### src/rtl/mc_pkg.sv
// Shared constants and types for the multicycle MIPS control FSM.
// Opcodes, function codes, state encoding, ALU ops and mux-select values.
package mc_pkg;

    localparam logic [5:0] OpRtype = 6'h00;
    localparam logic [5:0] OpJ     = 6'h02;
    localparam logic [5:0] OpJal   = 6'h03;
    localparam logic [5:0] OpBeq   = 6'h04;
    localparam logic [5:0] OpBne   = 6'h05;
    localparam logic [5:0] OpAddi  = 6'h08;
    localparam logic [5:0] OpLw    = 6'h23;
    localparam logic [5:0] OpSw    = 6'h2B;

    localparam logic [5:0] FnJr  = 6'h08;
    localparam logic [5:0] FnAdd = 6'h20;
    localparam logic [5:0] FnSub = 6'h22;
    localparam logic [5:0] FnAnd = 6'h24;
    localparam logic [5:0] FnOr  = 6'h25;
    localparam logic [5:0] FnSlt = 6'h2A;

    typedef enum logic [3:0] {
        StFetch   = 4'd0,  StDecode  = 4'd1,  StExecR = 4'd2,  StWbR    = 4'd3,
        StExecI   = 4'd4,  StWbI     = 4'd5,  StAddr  = 4'd6,  StMemRd  = 4'd7,
        StWbMem   = 4'd8,  StMemWr   = 4'd9,  StBranch = 4'd10, StJump  = 4'd11,
        StJr      = 4'd12, StJalWb   = 4'd13, StHalt  = 4'd14, StIllegal = 4'd15
    } state_e;

    typedef enum logic [2:0] {
        AluAdd = 3'd0, AluSub = 3'd1, AluAnd = 3'd2, AluOr = 3'd3, AluSlt = 3'd4
    } alu_op_e;

    typedef enum logic [3:0] {
        ClsR, ClsJr, ClsLw, ClsSw, ClsAddi, ClsBeq, ClsBne, ClsJ, ClsJal, ClsIllegal
    } inst_class_e;

    localparam logic [1:0] PcSrcAlu    = 2'd0;
    localparam logic [1:0] PcSrcAluOut = 2'd1;
    localparam logic [1:0] PcSrcJump   = 2'd2;
    localparam logic [1:0] PcSrcRs     = 2'd3;

    localparam logic [1:0] AluBRt      = 2'd0;
    localparam logic [1:0] AluBFour    = 2'd1;
    localparam logic [1:0] AluBImm     = 2'd2;
    localparam logic [1:0] AluBImmSh2  = 2'd3;

    localparam logic [1:0] RfDstRt  = 2'd0;
    localparam logic [1:0] RfDstRd  = 2'd1;
    localparam logic [1:0] RfDstR31 = 2'd2;

    localparam logic [1:0] RfSrcAluOut = 2'd0;
    localparam logic [1:0] RfSrcMdr    = 2'd1;
    localparam logic [1:0] RfSrcPc     = 2'd2;

endpackage

### src/rtl/mc_decode.sv
// Combinational instruction classifier: inst -> class, R-type ALU op, legality.
// An all-zero word decodes as sll $0,$0,0 (a legal nop); halting on it is the FSM's choice.
module mc_decode
    import mc_pkg::*;
(
    input  logic [31:0]  inst,
    output inst_class_e  cls,
    output alu_op_e      alu_op,
    output logic         legal
);

    always_comb begin
        cls    = ClsIllegal;
        alu_op = AluAdd;
        unique case (inst[31:26])
            OpRtype: begin
                unique case (inst[5:0])
                    FnJr:  cls = ClsJr;
                    FnAdd: begin cls = ClsR; alu_op = AluAdd; end
                    FnSub: begin cls = ClsR; alu_op = AluSub; end
                    FnAnd: begin cls = ClsR; alu_op = AluAnd; end
                    FnOr:  begin cls = ClsR; alu_op = AluOr;  end
                    FnSlt: begin cls = ClsR; alu_op = AluSlt; end
                    default: cls = (inst == '0) ? ClsR : ClsIllegal;
                endcase
            end
            OpLw:    cls = ClsLw;
            OpSw:    cls = ClsSw;
            OpAddi:  cls = ClsAddi;
            OpBeq:   cls = ClsBeq;
            OpBne:   cls = ClsBne;
            OpJ:     cls = ClsJ;
            OpJal:   cls = ClsJal;
            default: cls = ClsIllegal;
        endcase
    end

    assign legal = (cls != ClsIllegal);

endmodule

### src/rtl/multicycle_ctrl.sv
// Multicycle MIPS control FSM: sequences PC/IR/regfile/ALU/memory over several cycles,
// with a variable-latency memory handshake and sticky halt/illegal flags.
module multicycle_ctrl
    import mc_pkg::*;
#(
    parameter bit          HALT_ON_ZERO = 1'b1,
    parameter int unsigned STATE_W      = 4
) (
    input  logic               clk,
    input  logic               reset,
    input  logic [31:0]        inst,
    input  logic               zero,
    input  logic               mem_ready,
    output logic               mem_req,
    output logic               mem_write,
    output logic               addr_src,
    output logic               ir_en,
    output logic               pc_en,
    output logic [1:0]         pc_src,
    output logic               alu_a_src,
    output logic [1:0]         alu_b_src,
    output logic [2:0]         alu_op,
    output logic               rf_we,
    output logic [1:0]         rf_dst,
    output logic [1:0]         rf_src,
    output logic               halted,
    output logic               illegal,
    output logic [STATE_W-1:0] state_o
);

    state_e      state_q;
    logic        halted_q, illegal_q;
    inst_class_e cls;
    alu_op_e     dec_alu_op;
    logic        legal;

    mc_decode u_decode (
        .inst   (inst),
        .cls    (cls),
        .alu_op (dec_alu_op),
        .legal  (legal)
    );

    always_ff @(posedge clk or negedge reset) begin
        if (!reset) begin
            state_q   <= StFetch;
            halted_q  <= 1'b0;
            illegal_q <= 1'b0;
        end else begin
            case (state_q)
                StFetch:  if (mem_ready) state_q <= StDecode;
                StDecode: begin
                    if (HALT_ON_ZERO && inst == '0) begin
                        state_q  <= StHalt;
                        halted_q <= 1'b1;
                    end else if (!legal) begin
                        state_q   <= StIllegal;
                        halted_q  <= 1'b1;
                        illegal_q <= 1'b1;
                    end else begin
                        unique case (cls)
                            ClsR:          state_q <= StExecR;
                            ClsJr:         state_q <= StJr;
                            ClsLw, ClsSw:  state_q <= StAddr;
                            ClsAddi:       state_q <= StExecI;
                            ClsBeq, ClsBne: state_q <= StBranch;
                            ClsJ:          state_q <= StJump;
                            ClsJal:        state_q <= StJalWb;
                            default:       state_q <= StIllegal;
                        endcase
                    end
                end
                StExecR:  state_q <= StWbR;
                StExecI:  state_q <= StWbI;
                StAddr:   state_q <= (cls == ClsSw) ? StMemWr : StMemRd;
                StMemRd:  if (mem_ready) state_q <= StWbMem;
                StMemWr:  if (mem_ready) state_q <= StFetch;
                StWbR, StWbI, StWbMem, StBranch, StJump, StJr, StJalWb: state_q <= StFetch;
                default:  state_q <= state_q;
            endcase
        end
    end

    // Gating on reset makes mem_req drop asynchronously when a request is abandoned.
    always_comb begin
        mem_req   = 1'b0;
        mem_write = 1'b0;
        addr_src  = 1'b0;
        ir_en     = 1'b0;
        pc_en     = 1'b0;
        pc_src    = PcSrcAlu;
        alu_a_src = 1'b0;
        alu_b_src = AluBRt;
        alu_op    = AluAdd;
        rf_we     = 1'b0;
        rf_dst    = RfDstRt;
        rf_src    = RfSrcAluOut;
        if (reset) begin
            case (state_q)
                StFetch: begin
                    mem_req   = 1'b1;
                    alu_b_src = AluBFour;
                    if (mem_ready) begin
                        ir_en = 1'b1;
                        pc_en = 1'b1;
                    end
                end
                StDecode: alu_b_src = AluBImmSh2;
                StExecR: begin
                    alu_a_src = 1'b1;
                    alu_op    = dec_alu_op;
                end
                StWbR: begin
                    rf_we  = 1'b1;
                    rf_dst = RfDstRd;
                end
                StExecI, StAddr: begin
                    alu_a_src = 1'b1;
                    alu_b_src = AluBImm;
                end
                StWbI: rf_we = 1'b1;
                StMemRd: begin
                    mem_req  = 1'b1;
                    addr_src = 1'b1;
                end
                StWbMem: begin
                    rf_we  = 1'b1;
                    rf_src = RfSrcMdr;
                end
                StMemWr: begin
                    mem_req   = 1'b1;
                    mem_write = 1'b1;
                    addr_src  = 1'b1;
                end
                StBranch: begin
                    alu_a_src = 1'b1;
                    alu_op    = AluSub;
                    pc_src    = PcSrcAluOut;
                    pc_en     = (cls == ClsBne) ? !zero : zero;
                end
                StJump: begin
                    pc_en  = 1'b1;
                    pc_src = PcSrcJump;
                end
                StJr: begin
                    pc_en  = 1'b1;
                    pc_src = PcSrcRs;
                end
                StJalWb: begin
                    rf_we  = 1'b1;
                    rf_dst = RfDstR31;
                    rf_src = RfSrcPc;
                    pc_en  = 1'b1;
                    pc_src = PcSrcJump;
                end
                default: ;
            endcase
        end
    end

    assign halted  = halted_q;
    assign illegal = illegal_q;
    assign state_o = STATE_W'(state_q);

endmodule
### config.mk
export PLATFORM = sky130hd
export DESIGN_NAME = multicycle_ctrl
export DESIGN_NICKNAME = d
export VERILOG_FILES = /design/src/rtl/mc_pkg.sv /design/src/rtl/mc_decode.sv /design/src/rtl/multicycle_ctrl.sv
export SDC_FILE = /design/constraint.sdc
export NUM_CORES = 1
export LEC_CHECK = 0
export ABC_AREA = 1
export BUFFER_PORTS_ARGS = -buffer_cell sky130_fd_sc_hd__buf_2
export CORE_MARGIN = 5
export CORE_UTILIZATION = 40
export DETAILED_ROUTE_END_ITERATION = 8
export PLACE_DENSITY_LB_ADDON = 0.3
export SLEW_MARGIN = 20
export SYNTH_ARGS = -nofsm -noshare
export SYNTH_HDL_FRONTEND = slang
export SYNTH_HIERARCHICAL = 1
export SYNTH_SLANG_ARGS = --single-unit
### constraint.sdc
create_clock -name clk -period 1.9 [get_ports clk]
set_input_delay 0.19 -clock clk [delete_from_list [all_inputs] [get_ports clk]]
set_output_delay 0.19 -clock clk [all_outputs]
set_load 0.005 [all_outputs]
==> results_dict.tcl <==
set metrics [dict create \
    run_status "complete, but fails checks" \
    violations "negative setup slack" \
    dieArea_um2 4620 \
    synth_top_area_share 0.182 \
    clockBufferDepth 2 \
    maxSlewViolCount 0 \
    ys_top_cells_by_count "65 x nor2_1, 58 x nand2_1, 46 x inv_1" \
    powerDensity_nw_per_um2 645 \
    drc 0 \
    vias_per_cell 4.63 \
    seq_power_share 0.216 \
    r2r_end "state_o[0]" \
    area_growth_syn_to_layout_pct 45.1 \
    yosys_warnings 6 \
    cp-start-kind "input port" \
    synth_ff_type "dfrtp_1" \
    critPathMaxStageDelay_ns 0.27 \
    clock_skew_ns 0.00233 \
    hpwl_mm 3.15 \
    crit_start "inst[30]" \
    path_cells "buf_4 -> nor2_4 -> nand3_2 -> nand3_2 -> nor2_2 -> nor2_2 -> nand2_2 -> inv_2 -> nand4_1 -> or2_4 -> a21oi_2 -> nor2_1 -> a21oi_1 -> buf_2" \
    clk_latency_ns 0.24 \
    grt_pass1_vias 1648 \
    preCtsSetupSlack_ns -0.185 \
    p_sw_frac 0.531 \
    postLayoutCoreUtil 0.594 \
    drive_gt1_frac 0.379 \
    synth_cell_types 24 \
    clk_pin_slew_ns 0.04 \
    dpl-instance-area_um2 1840 \
    design_power_total_mw 1.26 \
    dr.pass1.iters 4 \
    finalNonFillerCells 400 \
    crit_buf_inv 3 \
    max_freq_mhz 479 \
    synth-edff-count 0 \
    grt_max_degree 16 \
    r2r_setup_slack_ns 0.46 \
    floorplan.rows 21 \
    antenna_found_initial 0 \
    portBuffers 59 \
    grt_pass1_wl_mm 6.43 \
    overflow 0 \
    power_frac_comb 0.695 \
    crit_end "pc_en" \
    final.setup.tns_ns -0.188 \
    multi_input_area_um2 1040 \
    cts_tree "built" \
    vias 1852 \
    hold_ws_ns 0.317 \
    synthCells 271 \
    die_y_um 68.0 \
    setup_viol 1 \
    fin_crit_ns 2.09 \
    p_clk_frac 0.089 \
    tightest_slew_ns 0.389 \
    crit_required_ns 1.71 \
    max_cap_viol_count 0 \
    cts_buffers 3 \
    die_width_um 68.0 \
    maxSlewHeadroom 0.741 \
    power_switching_mw 0.667 \
    cts-htree-levels 1 \
    fin_ws_ns -0.188 \
    yosysTopAreaCell "nor2_1" \
    hold_class "in2reg" \
    cp.depth 14 \
    crit_slowest_cell "or2_4" \
    drt_first_iter_violations 132 \
    globalplace.congestion 0.886 \
    drt-total-wl_mm 3.94 \
    nets 392 \
    cp_max_fo 6 \
    synth_most_common_cell "nor2_1" \
    hold_violations 0 \
    ys_ff_latch 6 \
    regArea_um2 150 \
    antenna_cells 0 \
    reg2regPathDepth 10 \
    yosys-top-cells-area "nor2_1 18%, nand2_1 16%, inv_1 13%" \
    fillCellCount 365 \
    timing.rr.start "state_o[1]" \
    path_class "in2out" \
    ios 60 \
    post-route-period-util 1.10 \
    p_int_mw 0.590 \
    core_area_um2 3280 \
    p_leak_nw 1.07 \
    clockRootBuffer "clkbuf_4" \
    stdcell_area_um2 1950 \
    cts_sinks 6 \
    track_usage 0.172 \
    initial_core_util 0.409 \
    routedWlPerCell_um 9.86 \
    synthesis.area_um2 1340 \
    yosysSeqAreaShare 0.112 \
    path_delay_family "simple AND/OR/NAND/NOR gates" \
    ant_nets 0 \
    syn_area_per_cell_um2 4.96 \
    syn_nets 307 \
    dp_cells 394 \
    rsz0062_at_grt "yes" \
    endpoint_kind "output port" \
    vdd_ir_drop_max_uv 318 \
    synth-async-reset-ratio 1.00 \
    worstPathArrival_ns 1.90 \
]
sequential cells by signal (all words and copies together), names as in the netlist:
| signal | count |
|---|---|
| illegal | 1 |
| halted | 1 |
| state_o | 4 |
worst min-delay path by stage:
stage,endpoint,slack (ns),cells after the start,startpoint
final,state_o[3],0.32,4,mem_ready
after global routing,state_o[3],0.32,4,mem_ready
after CTS,state_o[3],0.31,4,mem_ready
after detailed placement,state_o[1],0.05,1,reset
after global placement,state_o[1],0.05,1,reset
after floorplan,halted,-0.11,0,reset
per-layer routing:
layer | global-route usage | wire, um | vias to the layer above
met5 | 0 | 0 | -
met4 | 0.0149 | 0 | 0
met3 | 0.0181 | 189 | 0
met2 | 0.330 | 1980 | 38
met1 | 0.211 | 1770 | 806
li1 | - | - | 1008
cell families after synthesis:
| kind of cell | synth area share |
|---|---|
| AO/OA/AOI/OAI | 0.112 |
| buffers and inverters | 0.162 |
| AND/OR/NAND/NOR | 0.615 |
| flip-flops | 0.112 |
layout make-up:
| class | instances | share of cell area |
|---|---|---|
| clock buffer | 3 | 0.0116 |
| inverter | 55 | 0.106 |
| multi-input combinational | 208 | 0.531 |
| sequential | 6 | 0.0770 |
| tap | 46 | 0.0295 |
| timing repair buffer | 82 | 0.245 |
power groups by stage:
stage          sequential (mW)  combinational [mW]  clock [mW]
2_1_floorplan            0.257               0.548           0
3_3_place_gp             0.273               0.824           0
3_5_place_dp             0.270               0.836           0
4_1_cts                  0.268               0.854       0.119
5_1_grt                  0.284               0.989       0.132
6_report                 0.272               0.874       0.112
worst min-delay path, stage by stage:
cell     delay (ns)
buf_2          0.11
o22ai_2        0.08
inv_2          0.07
nand2_1        0.06
placed cells by master (no fill, tap or decap), types with 2 or more instances in the layout:
| cell | count |
|---|---|
| a21oi_1 | 10 |
| a21oi_2 | 3 |
| a31oi_1 | 2 |
| buf_2 | 58 |
| buf_4 | 22 |
| clkbuf_4 | 3 |
| dfrtp_1 | 6 |
| inv_1 | 42 |
| inv_2 | 13 |
| nand2_1 | 58 |
| nand2_2 | 5 |
| nand3_1 | 19 |
| nand3_2 | 7 |
| nand4_1 | 6 |
| nor2_1 | 61 |
| nor2_2 | 12 |
| nor2_4 | 6 |
| nor3_1 | 4 |
| nor3b_1 | 2 |
| o21ai_0 | 8 |
timing repair:
| action | in CTS | in global routing |
|---|---|---|
| pin swaps | 5 | 1 |
| resized for setup | 16 | 5 |
| endpoints found under the setup margin | 1 | 3 |
| buffers inserted | 2 | 0 |
| endpoints found under the hold margin | 6 | 0 |
| hold buffers | 1 | 0 |
Note: power is estimated with default switching activity, not from simulation.
